<file path="config.mk">
export PLATFORM = sky130hd
export DESIGN_NAME = hazard_controller
export DESIGN_NICKNAME = d
export VERILOG_FILES = /design/src/rtl/hazard_pkg.sv /design/src/rtl/hazard_fwd_unit.sv /design/src/rtl/hazard_controller.sv
export SDC_FILE = /design/constraint.sdc
export NUM_CORES = 1
export LEC_CHECK = 0
export ABC_AREA = 0
export CAP_MARGIN = 10
export CORE_UTILIZATION = 46
export CTS_CLUSTER_DIAMETER = 120
export DETAILED_ROUTE_END_ITERATION = 12
export PLACE_DENSITY = 0.78
export SLEW_MARGIN = 0
export SYNTH_ARGS = -nofsm -noshare
export SYNTH_HDL_FRONTEND = slang
export SYNTH_SLANG_ARGS = --single-unit
</file>
<file path="constraint.sdc">
create_clock -name clk -period 3.75 [get_ports clk]
set_input_delay 1.125 -clock clk [delete_from_list [all_inputs] [get_ports clk]]
set_output_delay 1.125 -clock clk [all_outputs]
set_load 0.05 [all_outputs]
</file>
<file path="src/rtl/hazard_pkg.sv">
// Shared types and constants for the pipeline hazard controller.
package hazard_pkg;

    localparam int unsigned REG_W   = 5;
    localparam int unsigned FWD_W   = 2;
    localparam int unsigned WAIT_W  = 8;
    localparam int unsigned STALL_W = 16;

    typedef enum logic [1:0] {
        RUN      = 2'd0,
        MEM_WAIT = 2'd1,
        ERROR    = 2'd2
    } state_e;

    // Operand forward selects, youngest producer wins
    localparam logic [FWD_W-1:0] FWD_RF  = 2'd0;
    localparam logic [FWD_W-1:0] FWD_EX  = 2'd1;
    localparam logic [FWD_W-1:0] FWD_MEM = 2'd2;
    localparam logic [FWD_W-1:0] FWD_WB  = 2'd3;

    // MEM_WAIT cycles tolerated before declaring a memory timeout
    localparam logic [WAIT_W-1:0] MEM_TIMEOUT = 8'd255;

    // Pipeline register load enables, IF side first
    typedef struct packed {
        logic pc;
        logic ifid;
        logic idex;
        logic exmem;
        logic memwb;
    } pipe_en_t;

endpackage

</file>
<file path="src/rtl/hazard_fwd_unit.sv">
// Forward-select decode for one ID-stage source operand.
// Ports: rs/rs_used - source register and whether it is read;
//        ex/mem/wb destination and write-enable per stage, ex_load;
//        fwd_sel - FWD_EX/FWD_MEM/FWD_WB or FWD_RF when no producer in flight.
module hazard_fwd_unit
    import hazard_pkg::*;
(
    input  logic [REG_W-1:0] rs,
    input  logic             rs_used,
    input  logic [REG_W-1:0] ex_rd,
    input  logic             ex_we,
    input  logic             ex_load,
    input  logic [REG_W-1:0] mem_rd,
    input  logic             mem_we,
    input  logic [REG_W-1:0] wb_rd,
    input  logic             wb_we,
    output logic [FWD_W-1:0] fwd_sel
);

    // A load in EX has no data yet; that case is handled by the load-use stall
    always_comb begin
        fwd_sel = FWD_RF;
        if (rs_used && (rs != '0)) begin
            if (ex_we && !ex_load && (rs == ex_rd)) begin
                fwd_sel = FWD_EX;
            end else if (mem_we && (rs == mem_rd)) begin
                fwd_sel = FWD_MEM;
            end else if (wb_we && (rs == wb_rd)) begin
                fwd_sel = FWD_WB;
            end
        end
    end

endmodule

</file>
<file path="src/rtl/hazard_controller.sv">
// Pipeline hazard controller: load-use bubbles, taken-branch flush,
// data-memory wait stalls with timeout, operand forwarding, stall counter.
// Ports: clk, reset_n (async active-low);
//        ID sources id_rs1/2 + id_use1/2; EX/MEM/WB rd + we, ex_load;
//        ex_branch_taken; mem_req/mem_ack;
//        nop_signal, ifid_clr, pc/ifid/idex/exmem/memwb load enables,
//        fwd_a/fwd_b, mem_timeout (sticky), stall_cnt (saturating).
// Control outputs are decoded from state plus current inputs.
module hazard_controller
    import hazard_pkg::*;
(
    input  logic               clk,
    input  logic               reset_n,
    input  logic [REG_W-1:0]   id_rs1,
    input  logic [REG_W-1:0]   id_rs2,
    input  logic               id_use1,
    input  logic               id_use2,
    input  logic [REG_W-1:0]   ex_rd,
    input  logic [REG_W-1:0]   mem_rd,
    input  logic [REG_W-1:0]   wb_rd,
    input  logic               ex_we,
    input  logic               mem_we,
    input  logic               wb_we,
    input  logic               ex_load,
    input  logic               ex_branch_taken,
    input  logic               mem_req,
    input  logic               mem_ack,
    output logic               nop_signal,
    output logic               pc_le,
    output logic               ifid_le,
    output logic               idex_le,
    output logic               exmem_le,
    output logic               memwb_le,
    output logic               ifid_clr,
    output logic [FWD_W-1:0]   fwd_a,
    output logic [FWD_W-1:0]   fwd_b,
    output logic               mem_timeout,
    output logic [STALL_W-1:0] stall_cnt
);

    state_e              state_q, state_nxt;
    logic [WAIT_W-1:0]   wait_q, wait_nxt, wait_inc;
    logic [STALL_W-1:0]  stall_q;
    logic [FWD_W-1:0]    fwd_a_raw, fwd_b_raw;
    logic                load_use;
    logic                freeze;
    logic                apply_rules;
    pipe_en_t            en;

    hazard_fwd_unit u_fwd_a (
        .rs      (id_rs1),
        .rs_used (id_use1),
        .ex_rd   (ex_rd),
        .ex_we   (ex_we),
        .ex_load (ex_load),
        .mem_rd  (mem_rd),
        .mem_we  (mem_we),
        .wb_rd   (wb_rd),
        .wb_we   (wb_we),
        .fwd_sel (fwd_a_raw)
    );

    hazard_fwd_unit u_fwd_b (
        .rs      (id_rs2),
        .rs_used (id_use2),
        .ex_rd   (ex_rd),
        .ex_we   (ex_we),
        .ex_load (ex_load),
        .mem_rd  (mem_rd),
        .mem_we  (mem_we),
        .wb_rd   (wb_rd),
        .wb_we   (wb_we),
        .fwd_sel (fwd_b_raw)
    );

    // Inputs are ignored while reset is held
    assign fwd_a = reset_n ? fwd_a_raw : FWD_RF;
    assign fwd_b = reset_n ? fwd_b_raw : FWD_RF;

    // Load in EX feeding a used, non-zero ID source
    assign load_use = ex_load && ex_we && (ex_rd != '0) &&
                      ((id_use1 && (id_rs1 == ex_rd)) ||
                       (id_use2 && (id_rs2 == ex_rd)));

    assign wait_inc = wait_q + WAIT_W'(1);

    // Next-state and control decode
    always_comb begin
        state_nxt   = state_q;
        wait_nxt    = wait_q;
        freeze      = 1'b0;
        apply_rules = 1'b0;
        mem_timeout = 1'b0;
        nop_signal  = 1'b0;
        ifid_clr    = 1'b0;
        en          = '1;

        if (reset_n) begin
            case (state_q)
                RUN: begin
                    // The request cycle itself stalls when memory is not ready
                    if (mem_req && !mem_ack) begin
                        state_nxt = MEM_WAIT;
                        wait_nxt  = '0;
                        freeze    = 1'b1;
                    end else begin
                        apply_rules = 1'b1;
                    end
                end
                MEM_WAIT: begin
                    if (mem_ack) begin
                        state_nxt   = RUN;
                        apply_rules = 1'b1;
                    end else begin
                        freeze   = 1'b1;
                        wait_nxt = wait_inc;
                        if (wait_inc == MEM_TIMEOUT) begin
                            state_nxt = ERROR;
                        end
                    end
                end
                ERROR: begin
                    freeze      = 1'b1;
                    mem_timeout = 1'b1;
                end
                default: begin
                    state_nxt = RUN;
                end
            endcase

            // Frozen EX makes a branch or load seen now stale; they are re-presented later
            if (freeze) begin
                en = '0;
            end else if (apply_rules) begin
                if (ex_branch_taken) begin
                    ifid_clr   = 1'b1;
                    nop_signal = 1'b1;
                end else if (load_use) begin
                    nop_signal = 1'b1;
                    en.pc      = 1'b0;
                    en.ifid    = 1'b0;
                end
            end
        end
    end

    assign pc_le    = en.pc;
    assign ifid_le  = en.ifid;
    assign idex_le  = en.idex;
    assign exmem_le = en.exmem;
    assign memwb_le = en.memwb;
    assign stall_cnt = stall_q;

    // State, wait counter and saturating stall counter
    always_ff @(posedge clk or negedge reset_n) begin
        if (!reset_n) begin
            state_q <= RUN;
            wait_q  <= '0;
            stall_q <= '0;
        end else begin
            state_q <= state_nxt;
            wait_q  <= wait_nxt;
            if (!en.pc && (stall_q != '1)) begin
                stall_q <= stall_q + STALL_W'(1);
            end
        end
    end

endmodule
</file>
==> results_dict.tcl, run 1 <==
set metrics [dict create \
    final_nets 332 \
    power_density_nw_per_um2 332 \
    cap_violations 0 \
    grt_max_degree 26 \
    fillers 253 \
    total_power_mw 0.982 \
    post_drt_wl_per_cell_um 15.5 \
    finalCritPeriodShare_pct 101 \
    syn_to_final_growth_pct 58.4 \
    violations "setup timing" \
    cts_made_buffers 3 \
    fin_skew_ns 0.00754 \
    place_ws_ns -0.322 \
    ys_types 44 \
    worstMarginPinSlew_ns 0.540 \
    grt_overflow 0 \
    cts_buffer_depth 2 \
    wirelength_um 5270 \
    final_antenna_net_count 0 \
    utilization_pct 78.5 \
    n_antenna_cell 0 \
    viasPerCell 5.50 \
    syn_nets 244 \
    clk_latency_ns 0.27 \
    crit_path_end_kind "output port" \
    final_cells 340 \
    setup-tns-final_ns -0.0194 \
    grt_pass1_vias 1765 \
    syn_area_um2 1870 \
    startpoint_type "input pin" \
    cts.reportedPaths.clkPinSlew_ns 0.09 \
    hold_start "wait_q[7]" \
    cts.sinks 26 \
    syn_area_per_cell_um2 9.11 \
    drc 0 \
    setup_viol 1 \
    cts_tree "done" \
    dominantRegCellSynth "dfrtp_1" \
    dp_cells 333 \
    antenna_found_initial 0 \
    final_common_cell "dfrtp_1" \
    core_um2 3770 \
    portBuffers 63 \
    fin_crit_ns 3.77 \
    chipWidth_um 65.7 \
    synth_edf_count 0 \
    setup_slack_ns -0.0194 \
    yosys_warnings 0 \
    clockRootBuffer "clkbuf_8" \
    die_area_um2 4320 \
    r2r_start "state_q[1]" \
    syn_inst 205 \
    hold_viol_final 0 \
    worstPathArrival_ns 2.64 \
    status "finished, violations left" \
    start_util_pct 49.5 \
    required_ns 2.62 \
    track_usage_pct 24.3 \
    num_vias 1869 \
    ys_seq_area_share_pct 34.8 \
    grt_pass1_wl_um 8220 \
    drt_pass1_iterations 4 \
    async_flop_share_pct 100 \
    path_max_fanout 3 \
    fin_hold_ws_ns 0.492 \
    layout_common_cells "dfrtp_1 (26), clkdlybuf4s50_1 (25), xnor2_1 (24), buf_4 (24), xor2_1 (23)" \
    drtIter0Drc 95 \
    place_congestion 0.920 \
    vdd_ir_drop_max_mv 0.289 \
    placed_area_um2 2810 \
    h-tree-depth 1 \
    relSlewSlack_pct 63.7 \
    p_leak_nw 1.30 \
    dp_hpwl_um 4000 \
    pin_count 64 \
    path_class "input pin to output port" \
    hold_class "register to register" \
    drive_gt1_share_pct 29.1 \
    max_freq_ghz 0.265 \
    ys_ff_latch 26 \
    rows 22 \
    holdBufCountCts 0 \
    slew_viol_final 0 \
    design_area_um2 2960 \
    chipHeight_um 65.7 \
    crit_start "id_rs2[3]" \
]
==> routing by layer <==
metal  share of wire, %  wire length [um]  track usage (%)
met4               0.84                44             3.26
met3                3.6               188             3.99
met5                  0                 0                0
met1                 44              2310             33.1
met2                 52              2720             40.9
==> repair_timing <==
| item | in CTS | in global routing |
|---|---|---|
| hold endpoints to repair | 0 | 0 |
| endpoints found under the setup margin | 7 | 7 |
| buffers inserted | 1 | 2 |
| resized for setup | 42 | 39 |
| pin swaps | 13 | 18 |
==> cell type report <==
type	instances	area (um2)	area share, %
clock inverters	1	30.0	1.01
inverters	5	18.8	0.634
clock buffers	3	41.3	1.40
flip-flops and latches	26	651	22.0
repair buffers	89	901	30.4
well taps	48	60.1	2.03
multi-input cells	168	1260	42.5
==> critical path, stage by stage <==
cell,delay [ns]
clkdlybuf4s15_2,0.21
buf_6,0.13
xor2_1,0.16
nor4_1,0.35
and3_2,0.30
nor2b_4,0.05
nor3_4,0.13
clkbuf_16,0.19
==> where the power goes <==
group / internal [mW] / total [mW] / switching, mW
Clock: 0.143 / 0.233 / 0.0898
Sequential: 0.316 / 0.361 / 0.0447
Combinational: 0.163 / 0.389 / 0.226
==> sequential cells by signal (all words and copies together) (netlist names) <==
register,flops
stall_cnt,16
state_q,2
wait_q,8
==> cell families after synthesis <==
group	share of synthesized area [%]
xor+xnor	22.0
mux	0.603
buf+inv	3.28
flops	34.8
simple gates	24.6
fa+ha+maj	2.01
compound gates	12.7
==> cells in the mapped netlist (3+ instances only) <==
library cell | count | area [um2]
nor4_1 | 4 | 25.0
ha_1 | 3 | 37.5
nand4_1 | 6 | 37.5
o21ai_0 | 13 | 65.1
dfrtp_1 | 26 | 651
inv_1 | 5 | 18.8
buf_4 | 3 | 22.5
nand3_1 | 13 | 65.1
nand2_1 | 14 | 52.6
a21oi_1 | 4 | 20.0
or4_1 | 3 | 22.5
and3_1 | 7 | 43.8
nor2_1 | 13 | 48.8
nor2b_1 | 3 | 18.8
o31ai_1 | 3 | 22.5
xor2_1 | 23 | 201
nor3_1 | 7 | 35.0
xnor2_1 | 24 | 210
==> worst paths after layout <==
| kind | endpoint | slack, ns | cells after the start |
|---|---|---|---|
| setup / recovery | fwd_b[1] | -0.02 | 8 |
| hold / removal | wait_q[7] | 0.49 | 1 |
| setup reg to reg | stall_cnt[1] | 1.52 | 7 |
| hold reg to reg | wait_q[7] | 0.49 | 1 |
| max in group asynchronous | stall_cnt[1] | 2.41 | 3 |
| min in group asynchronous | state_q[0] | 0.82 | 2 |
Note: power is estimated with default switching activity, not from simulation.
==> inputs of run 2 (changes only) <==
Settings changed: CORE_MARGIN set to 2, CORE_UTILIZATION 46 to 45, PLACE_DENSITY 0.78 to 0.76.
==> run 2 against run 1 <==
  * The run now ends clean
  * Routed wire length shrank 0.59%
  * Cell area is 2.2% higher
  * Via count fell by 0.91%
  * Worst hold slack improved by 0.012 ns
  * Register-to-register slack gained 0.04 ns
  * Power is 0.63% higher
  * Sequential cell count unchanged
  * Largest power group unchanged
  * Highest routed layer unchanged
==> results_dict.tcl, run 2 (synthesis gave the netlist of run 1 again) <==
set metrics [dict create \
    chipWidth_um 68.4 \
    clockPowerShare_pct 23.4 \
    cpLargestDelayFamily "simple AND/OR/NAND/NOR gates" \
    drt_pass1_iterations 4 \
    required_ns 2.62 \
    p_seq_share_pct 36.4 \
    place_congestion 0.893 \
    dp_hpwl_um 4190 \
    worstPathArrival_ns 2.56 \
    antenna_found_initial 0 \
    cpPeakStageDelay_ns 0.52 \
    layout_common_cells "buf_4 (31), clkdlybuf4s50_1 (26), dfrtp_1 (26)" \
    fin_hold_ws_ns 0.504 \
    reg2reg_slack_ns 1.56 \
    path_max_fanout 3 \
    fin_crit_ns 3.69 \
    track_usage_pct 23.0 \
    core_um2 4000 \
    switchingPower_mw 0.360 \
    grt_overflow 0 \
    p_sw_share_pct 36.5 \
    holdBufCountCts 0 \
    setup_viol 0 \
    finalCritPeriodShare_pct 98.3 \
    cts.sinks 26 \
    h-tree-depth 1 \
    path_cells "dlygate4sd2_1, or4_4, o211ai_2, or3_4, o21ai_4, inv_4, buf_8" \
    cap_violations 0 \
    viasPerCell 5.34 \
    num_vias 1852 \
    portBuffers 63 \
    dp_cells 339 \
    post_drt_wl_per_cell_um 15.1 \
    final_common_cell "buf_4" \
    cts_tree "done" \
    comb_power_share_pct 40.1 \
    cts_made_buffers 3 \
    startpoint_type "input pin" \
    worstMarginPinSlew_ns 0.511 \
    cts_buffer_depth 2 \
    chipHeight_um 68.4 \
    vdd_ir_drop_max_mv 0.380 \
    cts.reportedPaths.clkPinSlew_ns 0.08 \
    p_leak_nw 1.32 \
    clk_latency_ns 0.27 \
    rows 23 \
    critPathSlowestCell "or4_4" \
    total_power_mw 0.988 \
    crit_path_end_kind "output port" \
    grt_pass1_vias 1734 \
    grt_max_degree 21 \
    final_cells 347 \
    drc 0 \
    power_density_nw_per_um2 327 \
    status "completed" \
    max_freq_ghz 0.271 \
    hold_viol_final 0 \
    path_buf_inv 3 \
    n_antenna_cell 0 \
    grt_pass1_wl_um 8020 \
    final_nets 337 \
    drtIter0Drc 94 \
    path_class "input pin to output port" \
    start_util_pct 46.7 \
    fin_skew_ns 0.00813 \
    clockRootBuffer "clkbuf_8" \
    die_area_um2 4680 \
    pin_count 64 \
    p_int_mw 0.628 \
    syn_to_final_growth_pct 61.9 \
    hold_class "register to register" \
    final_antenna_net_count 0 \
    relSlewSlack_pct 65.8 \
    largest_reg_flops 16 \
    drive_gt1_share_pct 29.6 \
    wirelength_um 5230 \
    slew_viol_final 0 \
]
[run 2: changes by cell type in the layout (fill, tap and decap cells not counted), moves of 2 or more]
cell             previous run  this run
clkbuf_2                   10         2
buf_4                      24        31
clkdlybuf4s15_2             1         5
buf_12                      8        10
buf_2                       0         2
buf_6                       2         0
clkbuf_16                   2         0
dlygate4sd2_1               9        11
nand3_1                    13        11
nand3_2                     0         2
[run 2: cell type report]
class	instances	area, um2
Clock buffer	3	41.3
Clock inverter	1	30.0
Fill cell	296	976
Inverter	5	21.3
Multi-Input combinational cell	168	1270
Sequential cell	26	651
Tap cell	50	62.6
Timing Repair Buffer	94	951
[run 2: final timing paths]
check                            from           end  cells past startpoint
setup / recovery             ex_rd[2]         pc_le                      7
hold / removal              wait_q[7]     wait_q[7]                      1
min in group asynchronous     reset_n     wait_q[1]                      2
max in group asynchronous     reset_n  stall_cnt[1]                      3
hold reg to reg             wait_q[7]     wait_q[7]                      1
setup reg to reg           state_q[1]  stall_cnt[1]                      7
[run 2: power groups by stage]
stage,Combinational [mW],Sequential (mW),Clock (mW)
5_1_grt,0.422,0.365,0.249
2_1_floorplan,0.131,0.450,0
4_1_cts,0.395,0.360,0.241
6_report,0.397,0.360,0.232
3_5_place_dp,0.391,0.366,0
3_3_place_gp,0.383,0.363,0
[run 2: what timing repair did]
item	CTS	global route
gates resized for setup	64	12
setup buffers	2	3
pin swaps	15	17
endpoints found under the setup margin	7	10
[run 2: through the flow]
step / worst slack, ns / instance area, um2 / setup TNS (ns) / util (%)
after floorplan: -0.0942 / 1890 / -0.0942 / -
after global placement: -0.339 / 2840 / -2.03 / 70.9
after detailed placement: -0.338 / 2840 / -2.14 / 70.9
after CTS: 0.00197 / 2990 / 0 / 74.7
after global routing: -0.000797 / 3020 / -0.000797 / 75.6
final: 0.0637 / 3020 / 0 / 75.6
[run 2: per-layer routing]
metal | share of wire, % | GRT usage (%) | wire length [um] | vias to the layer above
met4 | 0.96 | 4.75 | 50 | 0
met5 | 0 | 0 | 0 | -
met3 | 3.8 | 4.44 | 201 | 6
met1 | 44 | 30.4 | 2300 | 890
met2 | 51 | 38.7 | 2690 | 42
li1 | - | - | - | 914
